`src/rtl/sreg_ctl.sv`:
```
// Two-requester round-robin load controller for an N-bit serial shift register.
// Presets the register, shifts the granted word in MSB-first, then pulses DONE.
module sreg_ctl #(
   parameter int N  = 8,
   parameter int CW = 3
) (
   input  logic         CLK,
   input  logic         RST,
   input  logic         REQ0,
   input  logic         REQ1,
   input  logic [N-1:0] DIN0,
   input  logic [N-1:0] DIN1,
   output logic         GNT0,
   output logic         GNT1,
   output logic         PRE,
   output logic         S0,
   output logic         LSBIN,
   output logic         BUSY,
   output logic         DONE,
   output logic         DONE_ID
);

   localparam logic [1:0] IDLE   = 2'd0;
   localparam logic [1:0] PRESET = 2'd1;
   localparam logic [1:0] SHIFT  = 2'd2;
   localparam logic [1:0] FIN    = 2'd3;

   logic [1:0]    state;
   logic [N-1:0]  hold;
   logic [CW-1:0] cnt;
   logic          owner;
   logic          last;
   logic          any_req;
   logic          win;
   logic [CW-1:0] idx;

   // On a tie the requester not served most recently wins.
   always_comb begin
      any_req = REQ0 | REQ1;
      win     = (REQ0 & REQ1) ? ~last : REQ1;
   end

   always_ff @(posedge CLK or posedge RST) begin
      if (RST) begin
         state <= IDLE;
         hold  <= '0;
         cnt   <= '0;
         owner <= 1'b0;
         last  <= 1'b1;
         GNT0  <= 1'b0;
         GNT1  <= 1'b0;
      end else begin
         GNT0 <= 1'b0;
         GNT1 <= 1'b0;
         case (state)
            IDLE: begin
               if (any_req) begin
                  hold  <= win ? DIN1 : DIN0;
                  owner <= win;
                  last  <= win;
                  GNT0  <= ~win;
                  GNT1  <= win;
                  state <= PRESET;
               end
            end
            PRESET: begin
               cnt   <= '0;
               state <= SHIFT;
            end
            SHIFT: begin
               cnt <= cnt + 1'b1;
               if (cnt == CW'(N-1)) state <= FIN;
            end
            default: state <= IDLE;
         endcase
      end
   end

   // Outputs decode registered state only; MSB of hold goes out first.
   always_comb begin
      idx     = CW'(N-1) - cnt;
      PRE     = (state == PRESET);
      S0      = (state == SHIFT);
      LSBIN   = (state == SHIFT) & hold[idx];
      BUSY    = (state != IDLE);
      DONE    = (state == FIN);
      DONE_ID = (state == FIN) & owner;
   end

endmodule

```
`config.mk`:
```
export PLATFORM = sky130hd
export DESIGN_NAME = sreg_ctl
export DESIGN_NICKNAME = d
export VERILOG_FILES = /design/src/rtl/sreg_ctl.sv
export SDC_FILE = /design/constraint.sdc
export NUM_CORES = 1
export LEC_CHECK = 0
export CORE_UTILIZATION = 48
export CTS_CLUSTER_SIZE = 40
export DETAILED_ROUTE_END_ITERATION = 8
export PLACE_DENSITY = 0.82
export SLEW_MARGIN = 20
export SYNTH_ARGS = -nofsm -noshare
export SYNTH_HDL_FRONTEND = slang
export SYNTH_SLANG_ARGS = --single-unit
export TNS_END_PERCENT = 1
```
`constraint.sdc`:
```
create_clock -name CLK -period 2.25 [get_ports CLK]
set_input_delay 0.45 -clock CLK [delete_from_list [all_inputs] [get_ports CLK]]
set_output_delay 0.45 -clock CLK [all_outputs]
set_load 0.01 [all_outputs]
```
-- Word level (Yosys, flattened, before mapping)
Index checks and enable logic that the tools add are counted.
- bits in registers: 17
- memories kept: 0
- bits in read-only memories: 0
- input bits: 20
- latch bits: 0
- logic and storage cells: 39
- output and inout bits: 8
- bits in writable memories: 0
- reduce and logical (&&, ||, !) cells: 5
- div/mod/pow operators: 0
- bitwise operators: 6
- multipliers: 0
- mux-type cells: 12
- eq/ne operators: 6
- add/subtract/negate cells: 2
- shifts and indexed selects: 0
- order comparisons: 1
- operators by type and width (operator ; count):
    $mux 8 ; 1
    $mux 1 ; 6
    $pmux 2 s3 ; 1
    $pmux 3 s2 ; 1
    $eq 2x2->1 const B ; 2
    $lt 3x4->1 const B ; 1
    $mux 2 ; 2
    $reduce_and 2->1 ; 2
    $reduce_bool 2->1 ; 2
    $add 3x1->3 const B ; 1
    $and 1x1->1 ; 3
    $bmux 1 s3 ; 1
    $eq 3x3->1 const B ; 1
    $sub 3x3->3 const A ; 1
    $eq 2x1->1 const B ; 1
    $logic_not 2->1 ; 1
    $ne 2x1->1 const B ; 1
    $ne 2x2->1 const B ; 1
    $not 1->1 ; 2
    $or 1x1->1 ; 1

-- Logic depth before layout (Yosys ltp)
- word-level depth: 5
- gate-level depth with buffers: 5
- depth with buffers taken out: 5

-- Worst setup path after synthesis
Ideal clock, no wire load.
- path type: register to output
- start point: register state[0]
- end point: output LSBIN
- path buffers: 0
- data arrival time: 1145 ps
- path slack: 655 ps
- data required time: 1800 ps
- cell stages (with the launch flop): 5
- cells stage by stage: dfrtp_1 inv_1 ha_1 o31ai_1 a311oi_1
- word-level cells in the longest chain between the ends: 2
- ends and longest elaborated chain (item ; line ; text):
    from (decl) ; 28 ; logic [1:0] state;
    from (signal assigned) ; 45 ; state <= IDLE;
    from (signal assigned) ; 63 ; state <= PRESET;
    from (signal assigned) ; 68 ; state <= SHIFT;
    $eq 2x2->1 ; 84 ; LSBIN = (state == SHIFT) & hold[idx];
    $and 1x1->1 ; 84 ;
    to (decl) ; 17 ; output logic LSBIN,
Every way passes these cells.

-- Worst setup path after layout
- start point: register cnt[2]
- end point: output LSBIN
- word-level cells in the longest chain between the ends: 4
- ends and longest elaborated chain (item ; line ; text):
    from (decl) ; 30 ; logic [CW-1:0] cnt;
    from (signal assigned) ; 71 ; cnt <= cnt + 1'b1;
    $sub 3x3->3 ; 81 ; idx = CW'(N-1) - cnt;
    $bmux 1 s3 ; 84 ;
    $mux 1 (implied by the code) ; 84 ;
    $and 1x1->1 ; 84 ;
Every way passes these cells. The select of a mux whose other input is x is not followed.

==> results.yml <==
run_status:
  status: "finished clean"
worst_setup_path:
  r2r-start: "state[0]"
  ff2ff_setup_slack_ns: 0.52
  cp.arrival_ns: 1.69
  critPathKind: "reg -> out"
  r2r-end: "hold[2]"
  crit_fanout: 5
  worstSetupStartpointType: "flop"
  cp.required_ns: 1.80
  reg2reg_depth: 5
  crit_path_end_kind: "output pin"
final_layout:
  antenna_cells: 0
  final_cell_mix: "clkdlybuf4s50_1 (26), dfrtp_1 (15), inv_1 (8), and2_1 (8), ha_1 (8)"
  layout-drive-gt1-share_pct: 11.1
  syn_to_final_growth_pct: 37.1
  nNetsFinal: 137
  design_area_sq_um: 1220
  final_common_cell: "clkdlybuf4s50_1"
  num-fill-cells: 140
floorplanning:
  rows: 15
  start_util_pct: 51.5
  die_h_microns: 45.1
  dieArea_sq_um: 2030
  chipWidth_microns: 45.1
  core-area_sq_um: 1730
  io_pins: 28
power:
  ir_drop_mv: 0.663
  p_comb_share_pct: 51.3
  p_int_mw: 0.916
  pwr-share-seq_pct: 37.5
  power.density_nw_per_um2: 1200
  p_switching_mw: 0.550
  power_mw: 1.47
  p_leak_nw: 0.552
  p_clk_share_pct: 11.2
  p_sw_share_pct: 37.5
placed_design:
  pre_cts_ws_ns: 0.123
  portBuffers: 27
  dp_hpwl_microns: 1470
  gp_congestion: 0.766
  postPlaceCellArea_sq_um: 1190
route:
  vias_per_cell: 5.47
  vias: 728
  drc: 0
  drtIter0Drc: 13
  routed_wl_microns: 1940
  drt-pass1-iter-count: 4
  post_drt_wl_per_cell_microns: 14.6
  ant_nets: 0
sta:
  setup_viol: 0
  slew_headroom_pct: 56.1
  fin_crit_ns: 2.14
  min_period_over_period_pct: 95.3
  hold_viol: 0
  maxSlewViolCount: 0
  rsz0062_at_grt: "no"
  fmax_ghz: 0.467
  tns_ns: 0
  clock_skew_ns: 0.00695
  fin_ws_ns: 0.106
  max_slew.worst_pin.slew_ns: 0.657
  holdWs_ns: 0.478
clock_tree:
  root_buffer: "clkbuf_4"
  cts_made_buffers: 3
  cts.sinks: 17
  cts_tree: "done"
  clkLatencyLatePin_ns: 0.29
  cts.htree.levels: 1
  clkTransAtPathRegs_ns: 0.11
  cts_buffer_depth: 2
hold_path:
  worstHoldPathCells: 1
  holdCritPathClass: "reg -> reg"
  min_from: "owner"
  hold-path-endpoint: "owner"
logic_synthesis:
  yosysTopAreaCell: "dfrtp_1"
  yosys_register_bits: 17
  synth_cell_types: 23
  synth_top_area_share_pct: 45.0
  yosys_warnings: 0
  synth_fp_nets: 105
  synth_area_per_cell_sq_um: 11.6
  ys_seq_area_share_pct: 48.0
  synth_area_sq_um: 890
  synth_area_leaders: "dfrtp_1 (45%), ha_1 (11%), a221o_1 (7.9%), and2_1 (5.6%), mux2i_1 (3.4%)"
  synthCells: 77
grt:
  antenna_found_initial: 0
  gr-total-overflow: 0
  grt_max_degree: 18
  grt_pass1_wl_microns: 3160
  grt_pass1_vias: 724
  grt_usage_pct: 22.8
job:
  maxCapViolCount: 0
## cell families after synthesis
logic type	count (synthesis)	synth area share [%]
AO/OA/AOI/OAI	21	18.7
multiplexers	6	8.86
buffers and inverters	9	3.80
flip-flops	17	48.0
adder cells (fa/ha/maj)	8	11.3
AND/OR/NAND/NOR	16	9.42
## per-layer routing
metal	share of wire, %	track usage [%]	vias up
li1	-	-	346
met1	46	29.8	361
met2	50	34.8	19
met3	3.4	6.00	2
met4	0.98	11.5	0
met5	0	0	-
## metrics by stage
step	std cells	utilization, %
floorplan	77	-
global placement	129	69.0
detailed placement	129	69.0
CTS	133	70.5
global route	133	70.7
finish	133	70.7
## layout make-up
type / count / area [sq um] / share of cell area (%)
clock buffer: 3 / 22.5 / 1.85
clock inverter: 1 / 5.00 / 0.410
inverter: 9 / 33.8 / 2.77
multi-input combinational: 51 / 429 / 35.2
sequential: 17 / 428 / 35.1
tap: 25 / 31.3 / 2.56
timing repair buffer: 27 / 270 / 22.2
## power groups by stage
| stage | Clock [mW] | Combinational, mW | Sequential, mW |
|---|---|---|---|
| finish | 0.164 | 0.752 | 0.549 |
| global route | 0.186 | 0.829 | 0.569 |
| CTS | 0.166 | 0.756 | 0.548 |
| detailed placement | 0 | 0.754 | 0.552 |
| global placement | 0 | 0.724 | 0.549 |
| floorplan | 0 | 0.495 | 0.528 |
## worst max-delay path by stage
stage                   from    end  slack (ns)  cells after the start
detailed placement  state[0]  LSBIN        0.12                      5
finish                cnt[2]  LSBIN        0.11                      4
global placement    state[0]  LSBIN        0.16                      5
global route        state[0]     S0        0.01                      3
CTS                   cnt[2]  LSBIN        0.05                      4
floorplan           state[0]  LSBIN        0.65                      4
## what timing repair did
| item | 4_1_cts | 5_1_grt |
|---|---|---|
| setup buffers | 0 | 0 |
| gates resized for setup | 1 | 2 |
| setup endpoints to repair | 1 | 1 |
| hold buffers | 0 | 0 |
## synthesized netlist by cell type (all sizes together)
master / count
a21boi: 1
a21o: 1
a21oi: 2
a221o: 7
a311oi: 1
and2: 8
dfrtp: 16
dfstp: 1
ha: 8
inv: 9
mux2: 2
mux2i: 3
mux4: 1
nand2: 4
nand3: 3
nor2: 1
o21ai: 6
o21bai: 1
o31ai: 1
o32a: 1
## sequential cells by signal (all words and copies together) (netlist names)
signal,cells
hold,8
last,1
owner,1
GNT0,1
GNT1,1
state,2
cnt,3
## worst max-delay path: stages, from the launching register on
cell and delay, ns:
dfrtp_1 0.46, mux2_2 0.38, o31ai_1 0.24, a311oi_1 0.09, clkdlybuf4s15_1 0.24
No activity file was read; power rests on OpenSTA's default activity.
